File: src/rtl/dmem_boot_loader_if.sv
// dmem_boot_loader_if: loader stream, CPU store port, data_mem port and loader status.
// slave is the controller side; master is whoever drives the stream and the CPU.
interface dmem_boot_loader_if #(
    parameter int DATA_W    = 32,
    parameter int ADDR_W    = 32,
    parameter int MAX_WORDS = 64
);
    localparam int CW = $clog2(MAX_WORDS + 1);
    logic              ext_start;
    logic [ADDR_W-1:0] ext_start_addr;
    logic              ext_valid;
    logic              ext_ready;
    logic [DATA_W-1:0] ext_data;
    logic              ext_last;
    logic              ext_run;
    logic              cpu_memwrite;
    logic [ADDR_W-1:0] cpu_adr;
    logic [DATA_W-1:0] cpu_wdata;
    logic [2:0]        cpu_funct3;
    logic              mem_we;
    logic [ADDR_W-1:0] mem_adr;
    logic [DATA_W-1:0] mem_wdata;
    logic [2:0]        mem_funct3;
    logic              cpu_hold;
    logic [CW-1:0]     load_count;
    logic              load_done;
    logic              limit_hit;
    modport slave (
        input  ext_start, ext_start_addr, ext_valid, ext_data, ext_last, ext_run,
        input  cpu_memwrite, cpu_adr, cpu_wdata, cpu_funct3,
        output ext_ready, mem_we, mem_adr, mem_wdata, mem_funct3,
        output cpu_hold, load_count, load_done, limit_hit
    );
    modport master (
        output ext_start, ext_start_addr, ext_valid, ext_data, ext_last, ext_run,
        output cpu_memwrite, cpu_adr, cpu_wdata, cpu_funct3,
        input  ext_ready, mem_we, mem_adr, mem_wdata, mem_funct3,
        input  cpu_hold, load_count, load_done, limit_hit
    );
endinterface

File: src/rtl/dmem_boot_loader.sv
// dmem_boot_loader: streams a boot image into data memory while holding the CPU,
// then hands the memory port to the CPU as a pure pass-through.
module dmem_boot_loader #(
    parameter int         DATA_W    = 32,
    parameter int         ADDR_W    = 32,
    parameter int         MAX_WORDS = 64,
    parameter logic [2:0] STORE_F3  = 3'b010
) (
    input  logic                 clk,
    input  logic                 reset,
    dmem_boot_loader_if.slave    bus
);
    localparam int CW = $clog2(MAX_WORDS + 1);
    typedef enum logic [1:0] {IDLE, LOAD, DONE, RUN} state_t;
    state_t            state_q, state_d;
    logic [ADDR_W-1:0] addr_q, addr_d;
    logic [CW-1:0]     cnt_q, cnt_d;
    logic              done_q, done_d;
    logic              hit_q, hit_d;
    logic              first_q, first_d;
    logic              we_q, we_d;
    logic [ADDR_W-1:0] adr_q, adr_d;
    logic [DATA_W-1:0] wdata_q, wdata_d;
    logic              run;
    logic              start;
    logic              final_beat;
    assign run        = state_q == RUN;
    assign start      = bus.ext_start && (state_q == IDLE || state_q == DONE);
    assign final_beat = bus.ext_last || cnt_q == CW'(MAX_WORDS - 1);
    always_comb begin
        state_d = state_q;
        addr_d  = addr_q;
        cnt_d   = cnt_q;
        done_d  = done_q;
        hit_d   = hit_q;
        first_d = 1'b0;
        we_d    = 1'b0;
        adr_d   = adr_q;
        wdata_d = wdata_q;
        if (start) begin
            state_d = LOAD;
            addr_d  = bus.ext_start_addr & ~ADDR_W'(3);
            cnt_d   = '0;
            done_d  = 1'b0;
            hit_d   = 1'b0;
        end else if (state_q == LOAD && bus.ext_valid) begin
            we_d    = 1'b1;
            adr_d   = addr_q;
            wdata_d = bus.ext_data;
            addr_d  = addr_q + ADDR_W'(4);
            cnt_d   = cnt_q == CW'(MAX_WORDS) ? cnt_q : cnt_q + CW'(1);
            if (final_beat) begin
                state_d = DONE;
                done_d  = 1'b1;
                hit_d   = !bus.ext_last;
                first_d = 1'b1;
            end
        end else if (bus.ext_run && (state_q == IDLE || (state_q == DONE && !first_q))) begin
            // the first DONE cycle carries the final write, so release waits one cycle
            state_d = RUN;
        end
    end
    always_ff @(posedge clk or posedge reset) begin
        if (reset) begin
            state_q <= IDLE;
            addr_q  <= '0;
            cnt_q   <= '0;
            done_q  <= 1'b0;
            hit_q   <= 1'b0;
            first_q <= 1'b0;
            we_q    <= 1'b0;
            adr_q   <= '0;
            wdata_q <= '0;
        end else begin
            state_q <= state_d;
            addr_q  <= addr_d;
            cnt_q   <= cnt_d;
            done_q  <= done_d;
            hit_q   <= hit_d;
            first_q <= first_d;
            we_q    <= we_d;
            adr_q   <= adr_d;
            wdata_q <= wdata_d;
        end
    end
    assign bus.ext_ready  = state_q == LOAD;
    assign bus.cpu_hold   = !run;
    assign bus.mem_we     = run ? bus.cpu_memwrite : we_q;
    assign bus.mem_adr    = run ? bus.cpu_adr : adr_q;
    assign bus.mem_wdata  = run ? bus.cpu_wdata : wdata_q;
    assign bus.mem_funct3 = run ? bus.cpu_funct3 : STORE_F3;
    assign bus.load_count = cnt_q;
    assign bus.load_done  = done_q;
    assign bus.limit_hit  = hit_q;
endmodule

File: src/flat_wrapper.sv
// flat-port wrapper written by rule: the top's interface ports become plain ports
module dmem_boot_loader_flat 
#(
    parameter int         DATA_W    = 32,
    parameter int         ADDR_W    = 32,
    parameter int         MAX_WORDS = 64,
    parameter logic [2:0] STORE_F3  = 3'b010
)
  (clk, reset, bus_ext_start, bus_ext_start_addr, bus_ext_valid, bus_ext_data, bus_ext_last, bus_ext_run, bus_cpu_memwrite, bus_cpu_adr, bus_cpu_wdata, bus_cpu_funct3, bus_ext_ready, bus_mem_we, bus_mem_adr, bus_mem_wdata, bus_mem_funct3, bus_cpu_hold, bus_load_count, bus_load_done, bus_limit_hit);
  dmem_boot_loader_if #(.DATA_W(DATA_W), .ADDR_W(ADDR_W), .MAX_WORDS(MAX_WORDS)) bus_i ();
  input  logic clk;
  input  logic reset;
  input wire logic [$bits(bus_i.ext_start)-1:0] bus_ext_start;
  input wire logic [$bits(bus_i.ext_start_addr)-1:0] bus_ext_start_addr;
  input wire logic [$bits(bus_i.ext_valid)-1:0] bus_ext_valid;
  input wire logic [$bits(bus_i.ext_data)-1:0] bus_ext_data;
  input wire logic [$bits(bus_i.ext_last)-1:0] bus_ext_last;
  input wire logic [$bits(bus_i.ext_run)-1:0] bus_ext_run;
  input wire logic [$bits(bus_i.cpu_memwrite)-1:0] bus_cpu_memwrite;
  input wire logic [$bits(bus_i.cpu_adr)-1:0] bus_cpu_adr;
  input wire logic [$bits(bus_i.cpu_wdata)-1:0] bus_cpu_wdata;
  input wire logic [$bits(bus_i.cpu_funct3)-1:0] bus_cpu_funct3;
  output wire logic [$bits(bus_i.ext_ready)-1:0] bus_ext_ready;
  output wire logic [$bits(bus_i.mem_we)-1:0] bus_mem_we;
  output wire logic [$bits(bus_i.mem_adr)-1:0] bus_mem_adr;
  output wire logic [$bits(bus_i.mem_wdata)-1:0] bus_mem_wdata;
  output wire logic [$bits(bus_i.mem_funct3)-1:0] bus_mem_funct3;
  output wire logic [$bits(bus_i.cpu_hold)-1:0] bus_cpu_hold;
  output wire logic [$bits(bus_i.load_count)-1:0] bus_load_count;
  output wire logic [$bits(bus_i.load_done)-1:0] bus_load_done;
  output wire logic [$bits(bus_i.limit_hit)-1:0] bus_limit_hit;
  assign bus_i.ext_start = bus_ext_start;
  assign bus_i.ext_start_addr = bus_ext_start_addr;
  assign bus_i.ext_valid = bus_ext_valid;
  assign bus_i.ext_data = bus_ext_data;
  assign bus_i.ext_last = bus_ext_last;
  assign bus_i.ext_run = bus_ext_run;
  assign bus_i.cpu_memwrite = bus_cpu_memwrite;
  assign bus_i.cpu_adr = bus_cpu_adr;
  assign bus_i.cpu_wdata = bus_cpu_wdata;
  assign bus_i.cpu_funct3 = bus_cpu_funct3;
  assign bus_ext_ready = bus_i.ext_ready;
  assign bus_mem_we = bus_i.mem_we;
  assign bus_mem_adr = bus_i.mem_adr;
  assign bus_mem_wdata = bus_i.mem_wdata;
  assign bus_mem_funct3 = bus_i.mem_funct3;
  assign bus_cpu_hold = bus_i.cpu_hold;
  assign bus_load_count = bus_i.load_count;
  assign bus_load_done = bus_i.load_done;
  assign bus_limit_hit = bus_i.limit_hit;
  dmem_boot_loader #(.DATA_W(DATA_W), .ADDR_W(ADDR_W), .MAX_WORDS(MAX_WORDS), .STORE_F3(STORE_F3)) u_core (.clk(clk), .reset(reset), .bus(bus_i));
endmodule
File: config.mk
export PLATFORM = sky130hd
export DESIGN_NAME = dmem_boot_loader_flat
export DESIGN_NICKNAME = d
export VERILOG_FILES = /design/src/rtl/dmem_boot_loader_if.sv /design/src/rtl/dmem_boot_loader.sv /design/src/flat_wrapper.sv
export SDC_FILE = /design/constraint.sdc
export NUM_CORES = 1
export LEC_CHECK = 0
export CAP_MARGIN = 20
export CORE_AREA = 2 2 130 132
export CTS_CLUSTER_SIZE = 12
export DETAILED_ROUTE_END_ITERATION = 10
export DIE_AREA = 0 0 132 134
export PLACE_DENSITY = 0.64
export SLEW_MARGIN = 30
export SYNTH_ARGS = -nofsm -noshare
export SYNTH_HDL_FRONTEND = slang
export SYNTH_SLANG_ARGS = --single-unit
File: constraint.sdc
create_clock -name clk -period 6.75 [get_ports clk]
set_input_delay 1.35 -clock clk [delete_from_list [all_inputs] [get_ports clk]]
set_output_delay 1.35 -clock clk [all_outputs]
set_load 0.05 [all_outputs]
* Word-level counts from Yosys, hierarchy flattened
Cells that the tools add are included.
** Operators by class
- Reduce and logical (&&, ||, !) cells :: 18
- Multiplexer cells :: 24
- $add $sub $neg :: 2
- Eq/ne operators :: 7
- Bitwise operators :: 1
** Operators with widths (number)
- two-way mux 32 bit :: 4
- adder 32 x 3 -> 32 bit (second input constant) :: 1
- two-way mux 7 bit :: 3
- two-way mux 1 bit :: 12
- two-way mux 2 bit :: 4
- AND reduction 2 bit :: 4
- adder 7 x 1 -> 7 bit (second input constant) :: 1
- == test 7 x 6 -> 1 bit (second input constant) :: 1
- == test 7 bit (second input constant) :: 1
- == test 2 bit (second input constant) :: 2
- logical AND 1 bit :: 4
- nonzero test 2 bit :: 2
- zero test 1 bit :: 3
- logical OR 1 bit :: 3
- two-way mux 3 bit :: 1
- inequality test 3 x 1 -> 1 bit (second input constant) :: 1
- nonzero test 3 bit :: 1
- == test 2 x 1 -> 1 bit (second input constant) :: 1
- zero test 2 bit :: 1
- inequality test 2 x 1 -> 1 bit (second input constant) :: 1
- NOT 1 bit :: 1
** Word-level totals
- Output and inout bits :: 79
- Register bits :: 109
- Bits of input ports :: 138
- Logic and storage cells :: 61

* Logic depth before layout (Yosys ltp)
- Depth after elaboration :: 7
- Depth in mapped cells :: 7
- Depth with buffers taken out :: 6

* Least setup slack after synthesis
Ideal clock, no wire load.
- Kind :: flip-flop to output port
- Start :: register u_core.state_q[0]
- End :: output bus_mem_adr[19]
- Cell stages (with the launch flop) :: 6
- Data arrival time :: 2.141 ns
- Data required time :: 5.400 ns
- Buffers on the path :: 3
- Slack :: 3.259 ns
- Cell sequence :: dfrtp_1 -> clkbuf_1 -> nand2_1 -> clkbuf_1 -> clkbuf_1 -> mux2_2
** On the way
- Cells in the longest elaborated chain, start to end :: 2
** RTL lines
- start, declared :: RTL line dmem_boot_loader.sv:15 : state_t state_q, state_d;
- start signal, assigned :: RTL line dmem_boot_loader.sv:75 : state_q <= state_d;
- == test 2 bit :: RTL line dmem_boot_loader.sv:27 : assign run = state_q == RUN;
- two-way mux 32 bit :: RTL line dmem_boot_loader.sv:89 : assign bus.mem_adr = run ? bus.cpu_adr : adr_q;
- end, declared :: RTL line flat_wrapper.sv:25 : output wire logic [$bits(bus_i.mem_adr)-1:0] bus_mem_adr;
No other way between the ends.

* Worst setup path after layout
- Start :: register u_core.state_q[0]
- End :: output bus_mem_adr[5]
The elaborated chain is that of the path after synthesis.

==> flow_summary_export.csv <==
group,metric,value,unit
outcome,outcome,"finished clean",
yosys,syn_inst,618,
timing,period_share,65.4,%
setup_path,start_kind,"register",
die,die_area,0.0177,sq mm
yosys,postSynthAreaPerCell,9.05,sq um
setup_path,slowest_stage,"clkdlybuf4s50_1",
die,die_w,132,um
setup_path,crit_path_cell_trace,"nand2_2 > buf_4 > mux2_2 > clkdlybuf4s50_1",
die,start_util,34.3,%
routing,drtPass1Iterations,5,
global_routing,grt-ovfl-total,0,
timing,drv_slew,0,
setup_path,slowest_delay,710,ps
cts,clk_latency,350,ps
power_and_ir_drop,power.density,285,mW/mm^2
routing,post_drt_via_cell_ratio,4.94,
yosys,synth_edf_count,0,
power_and_ir_drop,ir_worst_vdd,0.130,mV
cts,clkTransAtPathRegs,70,ps
global_routing,antenna_found_initial,0,
yosys,synthDistinctLibCells,51,
yosys,synth_area,0.00560,sq mm
die,core_area,0.0163,sq mm
yosys,ys_warn_count,0,
timing,layout_min_cycle_time,4420,ps
setup_path,critPathTopFamily,"buffers and inverters",
hold_path,min_path_type,"register to register",
routing,route.detailed.wl_per_inst,15.4,um
place,place_hpwl,11200,um
routing,drt-total-wl,15900,um
timing,tightest_slew,800,ps
timing,rsz0062_at_grt,"no",
setup_path,crit_type,"register to primary output",
yosys,synth-main-ff-cell,"dfrtp_1",
die,ioPinCount,217,
layout,area_growth,46.1,%
place,place_inst,1022,
setup_path,arrival,3070,ps
timing,tns,0,ps
timing,fmax,0.226,GHz
timing,fin_skew,5.37,ps
layout,fin_cells,1038,
layout,fin_util,50.2,%
power_and_ir_drop,static-leakage-power,0.00355,uW
die,die_y,134,um
yosys,yosysSeqAreaShare,47.0,%
layout,nNetsFinal,954,
run,drv_cap,0,
layout,final_layout_size_suffix_gt1_share,12.0,%
layout,n_antenna_cell,0,
yosys,ys_ff_latch,105,
cts,numCtsBuffers,9,
cts,clock_path_buffers,2,
cts,ctsHoldBuffers,0,
place,gp_congestion,0.798,
cts,postCtsSetupRepairBufs,0,
cts,cts.sinks,105,
global_routing,grt_pass1_wl,26500,um
setup_path,crit_path_end_kind,"primary output",
global_routing,track_usage,18.4,%
cts,cts_root_buf,"clkbuf_16",
cts,cts.htree.levels,3,
setup_path,path_max_fanout,38,
yosys,synthesis.nets,759,
timing,slew_headroom,46.7,%
timing,hold_viol_final,0,
global_routing,grt_max_degree,105,
global_routing,grt_pass1_vias,5279,
layout,nFillCells,1555,
setup_path,cp_num_buf_inv,2,
cts,cts_tree,"built",
routing,postRouteAntennaNets,0,
timing,setup_viol,0,
yosys,async_flop_share,100,%
cts,post_cts_resized,0,
routing,drt_iter0_drc,282,
place,io_buffer_count,214,
routing,vias,5129,
routing,drc_errors,0,
setup_path,critPathRequiredTime,5400,ps
die,num_rows,47,
==> worst reg2reg max path, stage by stage (launching register included) <==
cell,delay (ps)
dfrtp_1,550
nand3b_1,180
inv_2,70
buf_4,610
nor2_1,320
buf_4,280
a21o_1,170
a221o_1,280
==> power breakdown <==
part / switching, uW / total [uW] / internal (uW) / leakage (uW)
Combinational: 373 / 690 / 317 / 0.00206
Sequential: 245 / 1130 / 890 / 0.00135
Clock: 232 / 503 / 271 / 0.000139
==> through the flow <==
| stage | setup slack (ps) | cell area (sq um) | total power, uW | hold slack (ps) |
|---|---|---|---|---|
| detailed placement | 2610 | 7890 | 1840 | 457 |
| finish | 2330 | 8170 | 2330 | 471 |
| floorplan | 2640 | 5600 | 1550 | 440 |
| global placement | 2630 | 7890 | 1810 | 456 |
| CTS | 2250 | 8170 | 2350 | 475 |
| global route | 2160 | 8170 | 2490 | 496 |
==> placed cells by master, fill, tap and decap left out, types with 4 or more instances in the layout <==
| master | Yosys | final |
|---|---|---|
| nand4_1 | 11 | 11 |
| and3_1 | 10 | 10 |
| clkbuf_16 | 0 | 9 |
| nand3_1 | 15 | 15 |
| nor2_1 | 25 | 25 |
| xor2_1 | 7 | 7 |
| a21o_1 | 4 | 4 |
| nor4_1 | 6 | 6 |
| dfrtp_1 | 105 | 105 |
| inv_1 | 7 | 6 |
| mux2_2 | 63 | 63 |
| a21oi_1 | 7 | 7 |
| a31oi_1 | 6 | 6 |
| o21ai_0 | 27 | 27 |
| buf_4 | 0 | 5 |
| nor3_1 | 7 | 7 |
| clkdlybuf4s50_1 | 0 | 214 |
| nand2_1 | 220 | 219 |
| a221o_1 | 7 | 7 |
| a22oi_1 | 7 | 7 |
| o311ai_0 | 7 | 7 |
==> layout make-up <==
type	count	area (sq um)	area share [%]
Multi-Input combinational cell	469	2770	33.8
Sequential cell	105	2630	32.1
Timing Repair Buffer	220	2190	26.8
Tap cell	220	275	3.37
Clock buffer	12	256	3.14
Inverter	8	32.5	0.398
Clock inverter	4	26.3	0.321
==> flip-flops by register name (all words and copies together) (netlist names) <==
name,flops
u_core.wdata_q,32
u_core.addr_q,30
u_core.adr_q,30
u_core.bus.load_count,7
u_core.state_q,2
u_core.bus.limit_hit,1
u_core.bus.load_done,1
u_core.first_q,1
u_core.we_q,1
==> final timing paths <==
| check | to | slack (ps) | start | depth (start not counted) |
|---|---|---|---|---|
| min in group asynchronous | u_core.wdata_q[26]$_DFFE_PP0P_ | 1400 | reset | 2 |
| hold / removal | u_core.adr_q[18]$_DFFE_PP0P_ | 470 | u_core.adr_q[18]$_DFFE_PP0P_ | 2 |
| setup / recovery | bus_mem_adr[5] | 2330 | u_core.state_q[0]$_DFFE_PP0P_ | 4 |
| setup reg to reg | u_core.addr_q[19]$_DFFE_PP0P_ | 4190 | u_core.state_q[0]$_DFFE_PP0P_ | 7 |
| hold reg to reg | u_core.adr_q[18]$_DFFE_PP0P_ | 470 | u_core.adr_q[18]$_DFFE_PP0P_ | 2 |
| max in group asynchronous | u_core.first_q$_DFF_PP0_ | 4150 | reset | 3 |
==> kinds of logic (layout without fill, tap and decap cells) <==
group / after synthesis / after routing / synth area share (%)
AO/OA/AOI/OAI: 78 / 78 / 9.39
multiplexers: 64 / 64 / 12.9
adder cells (fa/ha/maj): 3 / 3 / 0.671
flip-flops: 105 / 105 / 47.0
XOR/XNOR: 8 / 8 / 1.25
buffers and inverters: 44 / 244 / 3.71
AND/OR/NAND/NOR: 316 / 316 / 25.2
==> Yosys cell counts, drive strengths merged (4+ instances only) <==
cell,instances,area [sq um]
nor4,8,80.1
dfrtp,105,2630
nor2,25,93.8
nand4,12,81.3
buf,10,67.6
xor2,7,61.3
a221o,7,70.1
o21ai,28,140
mux2,63,709
o311ai,8,70.1
nand2,220,826
a21oi,7,35.0
nand3,16,92.6
a22oi,7,52.6
clkbuf,26,110
a31oi,6,37.5
a21o,4,30.0
inv,7,26.3
nor3,8,45.0
and3,10,62.6
==> metal layers <==
layer  track usage (%)  wire length, um  vias to the layer above
li1                  -                -                     2521
met1              23.5             7050                     2398
met4              7.67              390                        0
met2              30.7             7610                      181
met3              3.82              901                       29
met5                 0                0                        -
Power figures use the tool's default switching activity.
